<file path="src/rtl/lfsr_prng.sv">
// ---------------------------------------------------------------------------
// lfsr_prng
//
// Parametrised LFSR pseudo-random generator with a bounded-index stage.
// The LFSR runs in Fibonacci (MODE=0) or Galois (MODE=1) form. Each advance
// applies STEPS single steps, unrolled in one combinational chain. A rejection
// sampler turns the low IDX_W bits of the advanced state into a uniform index
// in [0, limit). Cache-way replacement and TLB-random logic consume it.
//
// Parameters
//   WIDTH  LFSR state width (>= 2)
//   TAPS   feedback tap mask, WIDTH bits
//   MODE   0 = Fibonacci, 1 = Galois
//   SEED   reset / lock-up recovery state, must be non-zero
//   STEPS  single steps per advance (>= 1)
//   IDX_W  bounded-index width (1..WIDTH)
//
// Ports
//   clk        clock
//   rst        synchronous, active-high reset
//   update     request a new random value / index
//   load       load load_val into the state (a zero value loads SEED)
//   load_val   seed to load
//   limit      index bound; 0 means the full range 2^IDX_W
//   val        current LFSR state (registered)
//   rand_idx   bounded random index (registered)
//   idx_ok     rand_idx is fresh and the block is idle (registered)
//   state_dbg  FSM state, 0 = IDLE, 1 = RETRY (debug observation only)
//
// Request/response handshake:
//   The consumer pulses update (a request) only while idx_ok=1. The block
//   advances on that clock. If the candidate index is accepted, idx_ok stays
//   1 and rand_idx holds the new index on the following cycle. Otherwise
//   idx_ok drops to 0 and the block keeps advancing on its own until a
//   candidate is accepted. At that point idx_ok returns to 1 with the fresh
//   rand_idx. While idx_ok=0, rand_idx is stale and must not be used, and
//   update is ignored. A load aborts any pending retry and raises idx_ok
//   without touching rand_idx.
// ---------------------------------------------------------------------------
module lfsr_prng #(
  parameter int               WIDTH = 32,
  parameter logic [WIDTH-1:0] TAPS  = 32'h0820_0005,
  parameter int               MODE  = 0,
  parameter logic [WIDTH-1:0] SEED  = 32'hDEAD_FACE,
  parameter int               STEPS = 1,
  parameter int               IDX_W = 2
) (
  input  logic             clk,
  input  logic             rst,
  input  logic             update,
  input  logic             load,
  input  logic [WIDTH-1:0] load_val,
  input  logic [IDX_W-1:0] limit,
  output logic [WIDTH-1:0] val,
  output logic [IDX_W-1:0] rand_idx,
  output logic             idx_ok,
  output logic             state_dbg
);

  typedef enum logic {
    IDLE  = 1'b0,
    RETRY = 1'b1
  } state_t;

  state_t state_q;

  // One LFSR iteration in the selected form.
  function automatic logic [WIDTH-1:0] lfsr_step(input logic [WIDTH-1:0] s);
    logic fb;
    if (MODE == 0) begin
      // Fibonacci: parity of the tapped bits shifts in at the top.
      fb        = ^(s & TAPS);
      lfsr_step = {fb, s[WIDTH-1:1]};
    end else begin
      // Galois: the bit falling off the top is XORed into the tapped positions.
      fb        = s[WIDTH-1];
      lfsr_step = {s[WIDTH-2:0], 1'b0} ^ ({WIDTH{fb}} & TAPS);
    end
  endfunction

  logic [WIDTH-1:0] next_val;
  logic [IDX_W-1:0] cand;
  logic             accept;
  logic             advance;
  logic [WIDTH-1:0] load_eff;

  // STEPS iterations chained combinationally so every advance costs one clock.
  always_comb begin
    next_val = val;
    for (int i = 0; i < STEPS; i++) begin
      next_val = lfsr_step(next_val);
    end
  end

  // The candidate comes from the state being advanced to. The bound is
  // sampled in this same cycle, so a changing limit takes effect immediately.
  assign cand   = next_val[IDX_W-1:0];
  assign accept = (limit == '0) || (cand < limit);

  // In RETRY the block advances every cycle regardless of update.
  assign advance = update || (state_q == RETRY);

  // A zero seed would lock the LFSR, so it is replaced by SEED.
  assign load_eff = (load_val == '0) ? SEED : load_val;

  always_ff @(posedge clk) begin
    if (rst) begin
      val      <= SEED;
      rand_idx <= '0;
      idx_ok   <= 1'b1;
      state_q  <= IDLE;
    end else if (val == '0) begin
      // Lock-up recovery wins over load and advance. Only the state is
      // repaired. Any pending retry continues from SEED on the next cycle.
      val <= SEED;
    end else if (load) begin
      val     <= load_eff;
      idx_ok  <= 1'b1;
      state_q <= IDLE;
    end else if (advance) begin
      val <= next_val;
      if (accept) begin
        rand_idx <= cand;
        idx_ok   <= 1'b1;
        state_q  <= IDLE;
      end else begin
        idx_ok  <= 1'b0;
        state_q <= RETRY;
      end
    end
  end

  assign state_dbg = (state_q == RETRY);

endmodule

</file>
<file path="config.mk">
export PLATFORM = sky130hd
export DESIGN_NAME = lfsr_prng
export DESIGN_NICKNAME = d
export VERILOG_FILES = /design/src/rtl/lfsr_prng.sv
export SDC_FILE = /design/constraint.sdc
export NUM_CORES = 1
export LEC_CHECK = 0
export ABC_CLOCK_PERIOD_IN_PS = 1510
export BUFFER_PORTS_ARGS = -buffer_cell sky130_fd_sc_hd__buf_2
export CORE_MARGIN = 4
export CORE_UTILIZATION = 30
export CTS_CLUSTER_SIZE = 12
export DETAILED_ROUTE_END_ITERATION = 12
export MAX_ROUTING_LAYER = met4
export SYNTH_ARGS = -nofsm -noshare
export SYNTH_HDL_FRONTEND = slang
export SYNTH_SLANG_ARGS = --single-unit
</file>
<file path="constraint.sdc">
create_clock -name clk -period 1.51 [get_ports clk]
set_clock_uncertainty 0.1 [all_clocks]
set_input_delay 0 -clock clk [delete_from_list [all_inputs] [get_ports clk]]
set_output_delay 0 -clock clk [all_outputs]
set_load 0.05 [all_outputs]
</file>
# Yosys cells after proc, flatten, opt, wreduce, memory -nomap -nowiden
# Cells that the tools add are included.
[totals]
reg_bits = 36
latchBits = 0
ram_bits = 0
romBits = 0
inputBits = 38
n_memories = 0
[classes]
n_addsub = 0
multipliers = 0
n_div = 0
order_cmp = 1
n_eq_ne = 0
shift = 0
muxes = 9
bitwise = 2
n_reduce_logical = 10
[ops]
columns = ["op", "count"]
rows = [
  ["32-bit two-way mux", 3],
  ["32-bit zero test", 2],
  ["32-bit XOR reduction", 1],
  ["1-bit two-way mux", 6],
  ["4-bit AND reduction", 1],
  ["2-bit zero test", 1],
  ["1-bit logical OR", 2],
  ["2-bit < comparator", 1],
  ["1-bit inverter", 2],
  ["2-bit AND reduction", 1],
  ["2-bit nonzero test", 1],
  ["2-bit OR reduction", 1],
]

# Longest topological paths before layout
[depth]
depth_word = 5
ltp_mapped = 6

# Least setup slack after synthesis
# Ideal clock, no wire load.
[synth_path]
path_kind = "flip-flop to flip-flop"
start = "register val[2]"
end = "register idx_ok"
setup_time_ps = 114
t_arrival_ps = 1734
required_time_ps = 1296
slack_ps = -438
path_stages_with_launch = 6
n_path_buf = 0
period_less_slack_ps = 1948
path_cell_list = "dfxtp_1 > ha_1 > a21oi_1 > nor2_2 > or4b_1 > a21o_1"
[synth_between]
elab_chain_cells = 5
word_cells_on_any_way = 8
cone_classes = "order compare (1); mux (3); bitwise (1); reduce/logical (3)"
[synth_rtl]
columns = ["element", "line_no", "source"]
rows = [
  ["from (decl)", "54", "output logic [WIDTH-1:0] val,"],
  ["from (signal assigned)", "117", "val <= load_eff;"],
  ["from (signal assigned)", "121", "val <= next_val;"],
  ["2-bit < comparator", "98", "assign accept = (limit == '0) || (cand < limit);"],
  ["1-bit logical OR", "98", ""],
  ["1-bit two-way mux", "122", "if (accept) begin"],
  ["1-bit two-way mux", "120", "end else if (advance) begin"],
  ["1-bit two-way mux", "116", "end else if (load) begin"],
  ["to (signal assigned)", "118", "idx_ok <= 1'b1;"],
  ["to (signal assigned)", "124", "idx_ok <= 1'b1;"],
  ["to (signal assigned)", "127", "idx_ok <= 1'b0;"],
  ["to (decl)", "56", "output logic idx_ok,"],
]
# Several ways; a longest one is shown, not always the timed one. The select of a mux whose other input is x is not followed.
# A chain may end at the register's enable or synchronous reset.

# Worst setup path after layout
# Ends and elaborated chain as after synthesis.

==> flow_metrics.py <==
metrics = {
    "status": {
        "outcome": "finished, violations left",
        "failed_checks": "setup timing",
    },
    "worst_hold_path": {
        "hp-start": "load_val[0]",
        "hold_end": "val[0]$_SDFFE_PP0P_",
        "holdPathStages": 3,
        "hold_path.class": "primary input to flop",
    },
    "placement": {
        "placed_area_sq_um": 2570,
        "dp_hpwl_mm": 4.526,
        "place.gp.congestion": 0.7959,
        "dpl.cell_count": 368,
        "place.port_buffers": 73,
    },
    "cts": {
        "cts_tree": "done",
        "worstSkewPairLatency_ps": 290,
        "post_cts_buffers": 0,
        "cts_sinks": 36,
        "root_buffer": "clkbuf_8",
        "max-clock-path-buffers": 2,
        "cts_buffers": 5,
        "clkTransAtPathRegs_ps": 70,
        "htree_levels": 2,
    },
    "floorplanning": {
        "core-area_sq_um": 5540,
        "start_util": 0.3126,
        "die_h_um": 83.98,
        "dieArea_sq_um": 7052,
        "die_x_um": 83.98,
        "rows": 27,
        "num_io_pins": 74,
    },
    "global_routing": {
        "grt_max_degree": 42,
        "grt_pass1_vias": 2119,
        "antenna_found_initial": 0,
        "grt_pass1_wl_mm": 10.56,
        "track_usage": 0.1897,
        "grt-ovfl-total": 0,
    },
    "setup_path": {
        "cp.required_ps": 1600,
        "ff2ff_setup_slack_ps": -100,
        "rr_endpoint": "idx_ok$_SDFFE_PP1P_",
        "cp_data_arrival_time_ps": 1700,
        "end_kind": "flop",
        "rr_worst_depth": 5,
        "reg2reg_from": "val[2]$_SDFFE_PP1P_",
        "crit_fanout": 3,
        "path_class": "flop to flop",
        "start_kind": "flop",
    },
    "pwr": {
        "finalPower_w": 0.002768,
        "peakVddDrop_uv": 451.6,
        "p_leak_nw": 1.256,
        "powerDensity_nw_per_um2": 915.5,
    },
    "yosys": {
        "ys_ff_latch": 36,
        "synthAdderAreaFrac": 0.007225,
        "synth_top_family_by_area": "simple AND/OR/NAND/NOR gates",
        "synth_compound_area_frac": 0.1770,
        "synthSimpleGateAreaFrac": 0.2623,
        "syn_area_sq_um": 1732,
        "synth_xor_area_frac": 0.01517,
        "syn-num-nets": 235,
        "syn_area_per_cell_sq_um": 8.835,
        "synthMuxAreaShare": 0.06936,
        "ys_warn_count": 0,
        "ys_seq_area_frac": 0.4162,
        "netlist_instances": 196,
        "synth_cell_types": 30,
    },
    "sta": {
        "fmax_mhz": 621.1,
        "finalHoldViolations": 0,
        "drv_slew": 0,
        "finalSetupViolations": 4,
        "fin_ws_ps": -100.0,
        "setup_tns_ps": -209.9,
        "post-route-period-util": 1.066,
        "relSlewSlack": 0.7272,
        "min_period_ps": 1610,
        "worstMarginPinSlew_ps": 405.4,
        "rsz0062_at_grt": "yes",
    },
    "detailed_routing": {
        "drt_iter0_markers": 126,
        "vias_per_cell": 5.151,
        "first_pass_iters": 4,
        "wirelength_mm": 6.403,
        "drc_errors": 0,
        "vias": 2081,
        "antenna_left": 0,
        "wire_per_inst_um": 15.85,
    },
    "final_layout": {
        "final_cell_area_sq_um": 3024,
        "drive_gt1_frac": 0.5422,
        "nets": 370,
        "n_antenna_cell": 0,
        "syn2layout_area_growth_pct": 74.64,
        "finalNonFillerCells": 404,
    },
    "run": {
        "max-cap-violations": 0,
    },
}
==> timing repair <==
action                                  4_1_cts  5_1_grt
cloned                                        1        0
endpoints found under the setup margin       36       36
gates resized for setup                       9        7
pin swaps                                     2        4
hold buffers                                 27        0
endpoints found under the hold margin        29        0
==> sequential cells by signal, summed over array words and instances (netlist names) <==
signal	count
rand_idx	2
val	32
idx_ok	1
state_dbg	1
==> through the flow <==
step,util,worst slack [ps],hold slack [ps]
2_1_floorplan,-,-131.8,-38.35
3_3_place_gp,0.4639,-157.5,147.6
3_5_place_dp,0.4639,-161.0,146.5
4_1_cts,0.5388,-97.86,0.4792
5_1_grt,0.5458,-149.5,2.711
6_report,0.5458,-100.0,0.5711
==> where the power goes <==
| group | switching, W | internal (W) |
|---|---|---|
| Clock | 0.000343 | 0.000321 |
| Combinational | 0.000599 | 0.000386 |
| Sequential | 0.0000746 | 0.00104 |
| Total | 0.00102 | 0.00175 |
==> cell type report <==
type	instances	area (sq um)
fill	519	2516
multi-input combinational	144	1082
timing repair buffer	143	978.4
sequential	36	789.5
tap	72	90.09
clock buffer	7	76.32
clock inverter	1	3.754
inverter	1	3.754
==> cells in the mapped netlist <==
library cell | number | area (sq um)
nand3_1 | 21 | 105.1
buf_6 | 1 | 11.26
o21bai_1 | 1 | 7.510
nand2_1 | 23 | 86.33
nor2_2 | 2 | 12.51
buf_2 | 7 | 35.03
buf_4 | 3 | 22.52
o211ai_1 | 1 | 7.510
nor2_1 | 13 | 48.80
nor3_2 | 1 | 10.01
clkbuf_1 | 5 | 18.77
xor2_1 | 1 | 8.760
or3_1 | 1 | 6.260
dfxtp_1 | 36 | 720.7
nand4_1 | 4 | 25.02
inv_1 | 1 | 3.750
ha_1 | 1 | 12.51
mux2i_1 | 12 | 120.1
o221ai_1 | 21 | 183.9
a21o_1 | 1 | 7.510
a211oi_1 | 10 | 75.07
o22ai_1 | 1 | 6.260
xnor2_1 | 2 | 17.52
or2_2 | 1 | 6.260
o21ai_2 | 1 | 8.760
or4b_1 | 1 | 10.01
a21oi_1 | 2 | 10.01
nand2b_1 | 5 | 31.28
nor4_1 | 16 | 100.1
nor4_2 | 1 | 12.51
==> logic make-up after synthesis <==
logic type | after synthesis
DFF | 36
and+or+nand+nor | 89
AOI/OAI and AO/OA | 38
xor gates and xnor gates | 3
buffers and inverters | 17
adders and majority gates | 1
muxes | 12
==> per-layer routing <==
layer	vias to the layer above	wire length (um)	global-route usage
met5	-	0	-
met4	0	96	0.06579
met3	8	303	0.02665
met2	66	3238	0.3102
met1	983	2764	0.2395
li1	1024	-	-
==> placed cells by master, fill, tap and decap left out, types with 2 or more instances in the layout <==
master,instances
dfxtp_2,22
nand2b_1,5
clkbuf_8,5
nand2_1,23
clkbuf_1,2
buf_4,40
xnor2_1,2
o221ai_1,21
dlygate4sd3_1,27
buf_6,2
dfxtp_1,3
buf_2,73
nand3_1,21
dfxtp_4,11
mux2i_1,12
nor4_2,2
nor4_1,10
a211oi_2,10
nand4_1,4
or2_4,2
nor4_4,5
nor2_2,2
nor2_1,13
==> worst max path at each step <==
stage | end | start | cells past startpoint
3_3_place_gp | idx_ok$_SDFFE_PP1P_ | val[4]$_SDFFE_PP0P_ | 6
3_5_place_dp | idx_ok$_SDFFE_PP1P_ | val[4]$_SDFFE_PP0P_ | 6
6_report | idx_ok$_SDFFE_PP1P_ | val[2]$_SDFFE_PP1P_ | 5
5_1_grt | idx_ok$_SDFFE_PP1P_ | val[2]$_SDFFE_PP1P_ | 5
4_1_cts | idx_ok$_SDFFE_PP1P_ | val[2]$_SDFFE_PP1P_ | 5
2_1_floorplan | idx_ok$_SDFFE_PP1P_ | val[2]$_SDFFE_PP1P_ | 5
==> critical path, stage by stage (launching register included) <==
cell	delay (ps)
dfxtp_4	370
ha_4	260
a21oi_2	40
nor2_2	100
or4b_4	470
a21o_1	160
(Power assumes the default switching activity.)
